`src/rtl/lpc_uart_tx_if.sv`:
```
// Write-side and status bundle of the LPC-to-UART transmit path.
// The bridge decoder is the master; the transmitter is the slave.
interface lpc_uart_tx_if #(
  parameter int DEPTH = 16,
  parameter int LVL_W = $clog2(DEPTH + 1)
);
  logic             wr_en;
  logic [7:0]       wr_data;
  logic             ovr_clr;
  logic             full;
  logic             empty;
  logic [LVL_W-1:0] level;
  logic             busy;
  logic             ovr;
  logic             uart_tx;

  modport master (
    output wr_en, wr_data, ovr_clr,
    input  full, empty, level, busy, ovr, uart_tx
  );

  modport slave (
    input  wr_en, wr_data, ovr_clr,
    output full, empty, level, busy, ovr, uart_tx
  );
endinterface

```
`src/rtl/lpc_uart_tx.sv`:
```
// 8N1 UART transmitter fed by a write FIFO.
// Frames are serialised from a private shift register, LSB first.
module lpc_uart_tx #(
  parameter int CLKS_PER_BIT = 286,
  parameter int DEPTH        = 16,
  parameter int LVL_W        = $clog2(DEPTH + 1)
) (
  input logic          lpc_clk,
  input logic          rst,
  lpc_uart_tx_if.slave bus
);
  localparam int AW = $clog2(DEPTH);
  localparam int TW = $clog2(CLKS_PER_BIT);
  localparam logic [TW-1:0] T_LAST = TW'(CLKS_PER_BIT - 1);

  typedef enum logic [1:0] {
    IDLE, START, DATA, STOP
  } state_t;

  state_t           state;
  logic [7:0]       mem [DEPTH];
  logic [AW-1:0]    wp, rp;
  logic [LVL_W-1:0] cnt;
  logic [TW-1:0]    timer;
  logic [2:0]       idx;
  logic [7:0]       shift;
  logic             tx_q, busy_q, ovr_q;
  logic             wr_ok, pop, tick;

  assign bus.full    = (cnt == LVL_W'(DEPTH));
  assign bus.empty   = (cnt == '0);
  assign bus.level   = cnt;
  assign bus.uart_tx = tx_q;
  assign bus.busy    = busy_q;
  assign bus.ovr     = ovr_q;

  assign wr_ok = bus.wr_en && !bus.full;
  assign tick  = (timer == T_LAST);
  // The only pop is the FSM loading a new frame
  assign pop   = !bus.empty &&
                 ((state == IDLE) || (state == STOP && tick));

  // FIFO storage; contents need no reset
  always_ff @(posedge lpc_clk) begin
    if (!rst && wr_ok) mem[wp] <= bus.wr_data;
  end

  // FIFO pointers and occupancy count
  always_ff @(posedge lpc_clk) begin
    if (rst) begin
      wp  <= '0;
      rp  <= '0;
      cnt <= '0;
    end else begin
      if (wr_ok) wp <= wp + 1'b1;
      if (pop)   rp <= rp + 1'b1;
      if (wr_ok && !pop)      cnt <= cnt + 1'b1;
      else if (!wr_ok && pop) cnt <= cnt - 1'b1;
    end
  end

  // Sticky overrun; a new drop beats a same-cycle clear
  always_ff @(posedge lpc_clk) begin
    if (rst)                         ovr_q <= 1'b0;
    else if (bus.wr_en && bus.full)  ovr_q <= 1'b1;
    else if (bus.ovr_clr)            ovr_q <= 1'b0;
  end

  // Frame sequencer with registered line and busy outputs
  always_ff @(posedge lpc_clk) begin
    if (rst) begin
      state  <= IDLE;
      timer  <= '0;
      idx    <= '0;
      shift  <= '0;
      tx_q   <= 1'b1;
      busy_q <= 1'b0;
    end else begin
      unique case (state)
        IDLE: begin
          tx_q <= 1'b1;
          if (pop) begin
            shift  <= mem[rp];
            timer  <= '0;
            state  <= START;
            tx_q   <= 1'b0;
            busy_q <= 1'b1;
          end
        end
        START: begin
          if (tick) begin
            timer <= '0;
            idx   <= '0;
            state <= DATA;
            tx_q  <= shift[0];
          end else begin
            timer <= timer + 1'b1;
          end
        end
        DATA: begin
          if (tick) begin
            timer <= '0;
            if (idx == 3'd7) begin
              state <= STOP;
              tx_q  <= 1'b1;
            end else begin
              shift <= shift >> 1;
              tx_q  <= shift[1];
              idx   <= idx + 1'b1;
            end
          end else begin
            timer <= timer + 1'b1;
          end
        end
        STOP: begin
          if (tick) begin
            timer <= '0;
            if (pop) begin
              shift <= mem[rp];
              state <= START;
              tx_q  <= 1'b0;
            end else begin
              state  <= IDLE;
              busy_q <= 1'b0;
            end
          end else begin
            timer <= timer + 1'b1;
          end
        end
        default: state <= IDLE;
      endcase
    end
  end
endmodule

```
`src/flat_wrapper.sv`:
```
// flat-port wrapper written by rule: the top's interface ports become plain ports
module lpc_uart_tx_flat 
#(
  parameter int CLKS_PER_BIT = 286,
  parameter int DEPTH        = 16,
  parameter int LVL_W        = $clog2(DEPTH + 1)
)
  (lpc_clk, rst, bus_wr_en, bus_wr_data, bus_ovr_clr, bus_full, bus_empty, bus_level, bus_busy, bus_ovr, bus_uart_tx);
  lpc_uart_tx_if #(.DEPTH(DEPTH), .LVL_W(LVL_W)) bus_i ();
  input logic lpc_clk;
  input logic rst;
  input wire logic [$bits(bus_i.wr_en)-1:0] bus_wr_en;
  input wire logic [$bits(bus_i.wr_data)-1:0] bus_wr_data;
  input wire logic [$bits(bus_i.ovr_clr)-1:0] bus_ovr_clr;
  output wire logic [$bits(bus_i.full)-1:0] bus_full;
  output wire logic [$bits(bus_i.empty)-1:0] bus_empty;
  output wire logic [$bits(bus_i.level)-1:0] bus_level;
  output wire logic [$bits(bus_i.busy)-1:0] bus_busy;
  output wire logic [$bits(bus_i.ovr)-1:0] bus_ovr;
  output wire logic [$bits(bus_i.uart_tx)-1:0] bus_uart_tx;
  assign bus_i.wr_en = bus_wr_en;
  assign bus_i.wr_data = bus_wr_data;
  assign bus_i.ovr_clr = bus_ovr_clr;
  assign bus_full = bus_i.full;
  assign bus_empty = bus_i.empty;
  assign bus_level = bus_i.level;
  assign bus_busy = bus_i.busy;
  assign bus_ovr = bus_i.ovr;
  assign bus_uart_tx = bus_i.uart_tx;
  lpc_uart_tx #(.CLKS_PER_BIT(CLKS_PER_BIT), .DEPTH(DEPTH), .LVL_W(LVL_W)) u_core (.lpc_clk(lpc_clk), .rst(rst), .bus(bus_i));
endmodule
```
`config.mk`:
```
export PLATFORM = sky130hd
export DESIGN_NAME = lpc_uart_tx_flat
export DESIGN_NICKNAME = d
export VERILOG_FILES = /design/src/rtl/lpc_uart_tx_if.sv /design/src/rtl/lpc_uart_tx.sv /design/src/flat_wrapper.sv
export SDC_FILE = /design/constraint.sdc
export NUM_CORES = 1
export LEC_CHECK = 0
export BUFFER_PORTS_ARGS = -buffer_cell sky130_fd_sc_hd__buf_2
export CORE_UTILIZATION = 30
export DETAILED_ROUTE_END_ITERATION = 10
export SYNTH_ARGS = -nofsm -noshare
export SYNTH_HDL_FRONTEND = slang
export SYNTH_SLANG_ARGS = --single-unit
```
`constraint.sdc`:
```
create_clock -name lpc_clk -period 4.2 [get_ports lpc_clk]
set_input_delay 0 -clock lpc_clk [delete_from_list [all_inputs] [get_ports lpc_clk]]
set_output_delay 0 -clock lpc_clk [all_outputs]
set_load 0.02 [all_outputs]
```
==> impl_metrics.toml <==
[run_status]
status = "finished clean"

[routing]
drt_iter0_markers = 475
m1WireLength_mm = 7.04
wire_per_inst_microns = 17.7
wl_met2_mm = 7.28
vias = 4211
top_layer = "met4"
ant_nets = 0
via_per_inst = 4.91
drtPass1Iterations = 5
wl_mm = 15.2
wl_met3_microns = 520
drc_errors = 0

[power]
vdd_drop_max_mv = 0.241
p_leak_uw = 0.00269
finalPower_uw = 4990
cellPowerDensity_nw_per_um2 = 604

[place]
port_buffers = 21
place_congestion = 0.800
hpwlAfterDp_mm = 9.86

[logic_synthesis]
synth_common_cells = "edfxtp_1, nor2_1, dfxtp_1"
syn_nets = 527
synthCells = 496
yosysMostFrequentCell = "edfxtp_1"
ys_top_cells_by_area = "edfxtp_1, dfxtp_1, mux4_2"
yosysTopAreaCell = "edfxtp_1"
ys_warn_count = 0
ys_ff_latch = 170
synth_flop_cell = "edfxtp_1"
synth_edf_count = 128
async_reset_ff_frac = 0
synth_top_area_share = 0.537
ys_seq_area_frac = 0.655
syn-cell-area_sq_um = 7150
yosysUniqueCellTypes = 54
avgSynthCellArea_sq_um = 14.4

[timing]
whs_ns = 0.0261
drv_slew = 0
slew_headroom = 0.353
fmax_mhz = 300
finalCritPeriodShare = 0.793
finalSetupViolations = 0
fin_crit_ns = 3.33
worst_slew_pin_slew_ns = 0.970
fin_skew_ns = 0.0159
hold_violations = 0
grt_setup_unrepaired = "false"
tns_ns = 0

[cts]
clock_latency_ns = 0.43
cts.clk_slew.worst_paths_ns = 0.07
clock_path_buffers = 2
ctsResizeCount = 0
htreeDepth = 4
clock-sinks = 170
numCtsBuffers = 17
cts_root_buffer = "clkbuf_16"
cts_tree = "done"
post-cts-setup-buffer-count = 0

[worst_hold_path]
min_path_type = "in2reg"
min-delay-start = "bus_wr_data[0]"

[global_route]
grtUsageTotal = 0.134
grt_max_degree = 35
grt_pass1_vias = 4303
overflow = 0
antenna_found_initial = 0
grt_first_pass_wirelength_mm = 24.2

[finish]
nFillCells = 2295
finish.utilization = 0.353
antenna_cells = 0
areaGrowthSynthToFinish_pct = 15.5
post_route_cells_drive_above_1_share = 0.163
nets = 559

[die]
core_sq_um = 23400
io_pins = 22
rows = 56
start_util = 0.306
die_height_microns = 156
die_x_microns = 156
die_area_sq_um = 24500

[setup_path]
crit_fanout = 8
critPathArrivalTime_ns = 3.68
startpoint = "u_core.timer[6]"
rrSetupSlack_ns = 0.87
required_ns = 4.55
crit_type = "reg2reg"
end_kind = "register"
r2r-start = "u_core.timer[6]"
worstSetupStartpointType = "register"

[job]
maxCapViolations = 0
[state kept, by name, indices dropped and copies added, names as in the netlist, named ones only]
register            cells
u_core.rp               4
u_core.mem            128
u_core.bus.uart_tx      1
u_core.bus.busy         1
u_core.bus.level        5
u_core.state            2
u_core.idx              3
u_core.wp               4
u_core.timer            9
u_core.shift            8
u_core.bus.ovr          1
[logic make-up (layout without fill, tap and decap cells)]
kind of cell             after synthesis  count (layout)  share of synthesized area
AND/OR/NAND/NOR                      123             123                     0.0866
multiplexers                          49              49                      0.103
adder cells (fa/ha/maj)               19              19                     0.0343
buffers and inverters                 37              80                     0.0220
XOR/XNOR                              10              10                     0.0122
flip-flops                           170             170                      0.655
AO/OA/AOI/OAI                         88              88                     0.0874
[path summary, 6_finish.rpt]
check / depth (start not counted) / to
setup / recovery: 12 / u_core.bus.level[4]
hold / removal: 1 / u_core.mem[14][0]
hold reg to reg: 1 / u_core.shift[3]
setup reg to reg: 12 / u_core.bus.level[4]
[repair_timing]
item | in CTS | in global routing
endpoints found under the setup margin | 0 | 0
hold buffers | 9 | 0
hold endpoints to repair | 99 | 0
[worst max-delay path: stages, from the launching register on]
cell	delay (ns)
dfxtp_1	0.38
nor4b_1	0.66
a31oi_1	0.30
nor2_1	0.31
inv_1	0.08
ha_1	0.21
inv_1	0.16
ha_1	0.29
a21o_1	0.17
a21oi_1	0.17
xnor2_1	0.09
or3_1	0.30
a21oi_1	0.14
[placed cells by master, fill, tap and decap left out, types with 2 or more instances in the layout]
cell	netlist	layout
mux2i_1	25	25
mux2_2	5	5
xnor2_1	7	7
nor3_1	6	6
or3_1	2	2
mux4_2	19	19
a311oi_1	3	3
a21oi_1	27	27
nor2_1	46	46
inv_6	0	5
buf_2	8	21
a32o_1	7	7
a41oi_1	2	2
nor2b_1	13	13
dfxtp_1	42	41
a22o_1	2	2
nor3b_1	2	2
o21ai_0	11	11
a221o_1	4	4
a311o_1	2	2
xor2_1	3	3
clkinv_4	0	3
buf_4	0	9
inv_8	0	2
ha_1	18	18
a221oi_1	6	6
nand3b_1	2	2
and3_1	4	4
dlygate4sd3_1	0	9
edfxtp_1	128	128
nand2b_1	12	12
and2_1	2	2
a211oi_1	9	9
nand3_1	7	7
nand2_1	19	19
clkbuf_16	0	17
a31oi_1	3	3
inv_1	11	11
a21o_1	3	3
nand4_1	2	2
[power breakdown]
| part | total (uW) | leakage, uW | internal (uW) | switching [uW] |
|---|---|---|---|---|
| Combinational | 1400 | 0.000917 | 629 | 769 |
| Clock | 1520 | 0.000272 | 828 | 692 |
| Sequential | 2070 | 0.00150 | 1920 | 147 |
| Total | 4990 | 0.00269 | 3380 | 1610 |
[final cells by class]
type                            count  area, sq um  share of cell area
Sequential cell                   170         4690               0.567
Inverter                           11         41.3             0.00500
Timing Repair Buffer               39          263              0.0318
Clock buffer                       17          425              0.0515
Tap cell                          319          399              0.0483
Multi-Input combinational cell    289         2310               0.280
Clock inverter                     13          134              0.0162
[per-layer routing]
| layer | up-vias | track usage |
|---|---|---|
| met5 | - | 0 |
| met2 | 97 | 0.211 |
| met4 | 0 | 0.0607 |
| met3 | 20 | 0.0316 |
| li1 | 1962 | - |
| met1 | 2132 | 0.175 |
[metrics by stage]
stage / setup slack, ns / instance area [sq um] / instances
after detailed placement: 0.974 / 7610 / 819
after CTS: 0.883 / 8260 / 858
after global routing: 0.616 / 8260 / 858
final: 0.868 / 8260 / 858
after floorplan: 1.29 / 7150 / 496
after global placement: 1.07 / 7610 / 819
No activity file was read; power rests on OpenSTA's default activity.
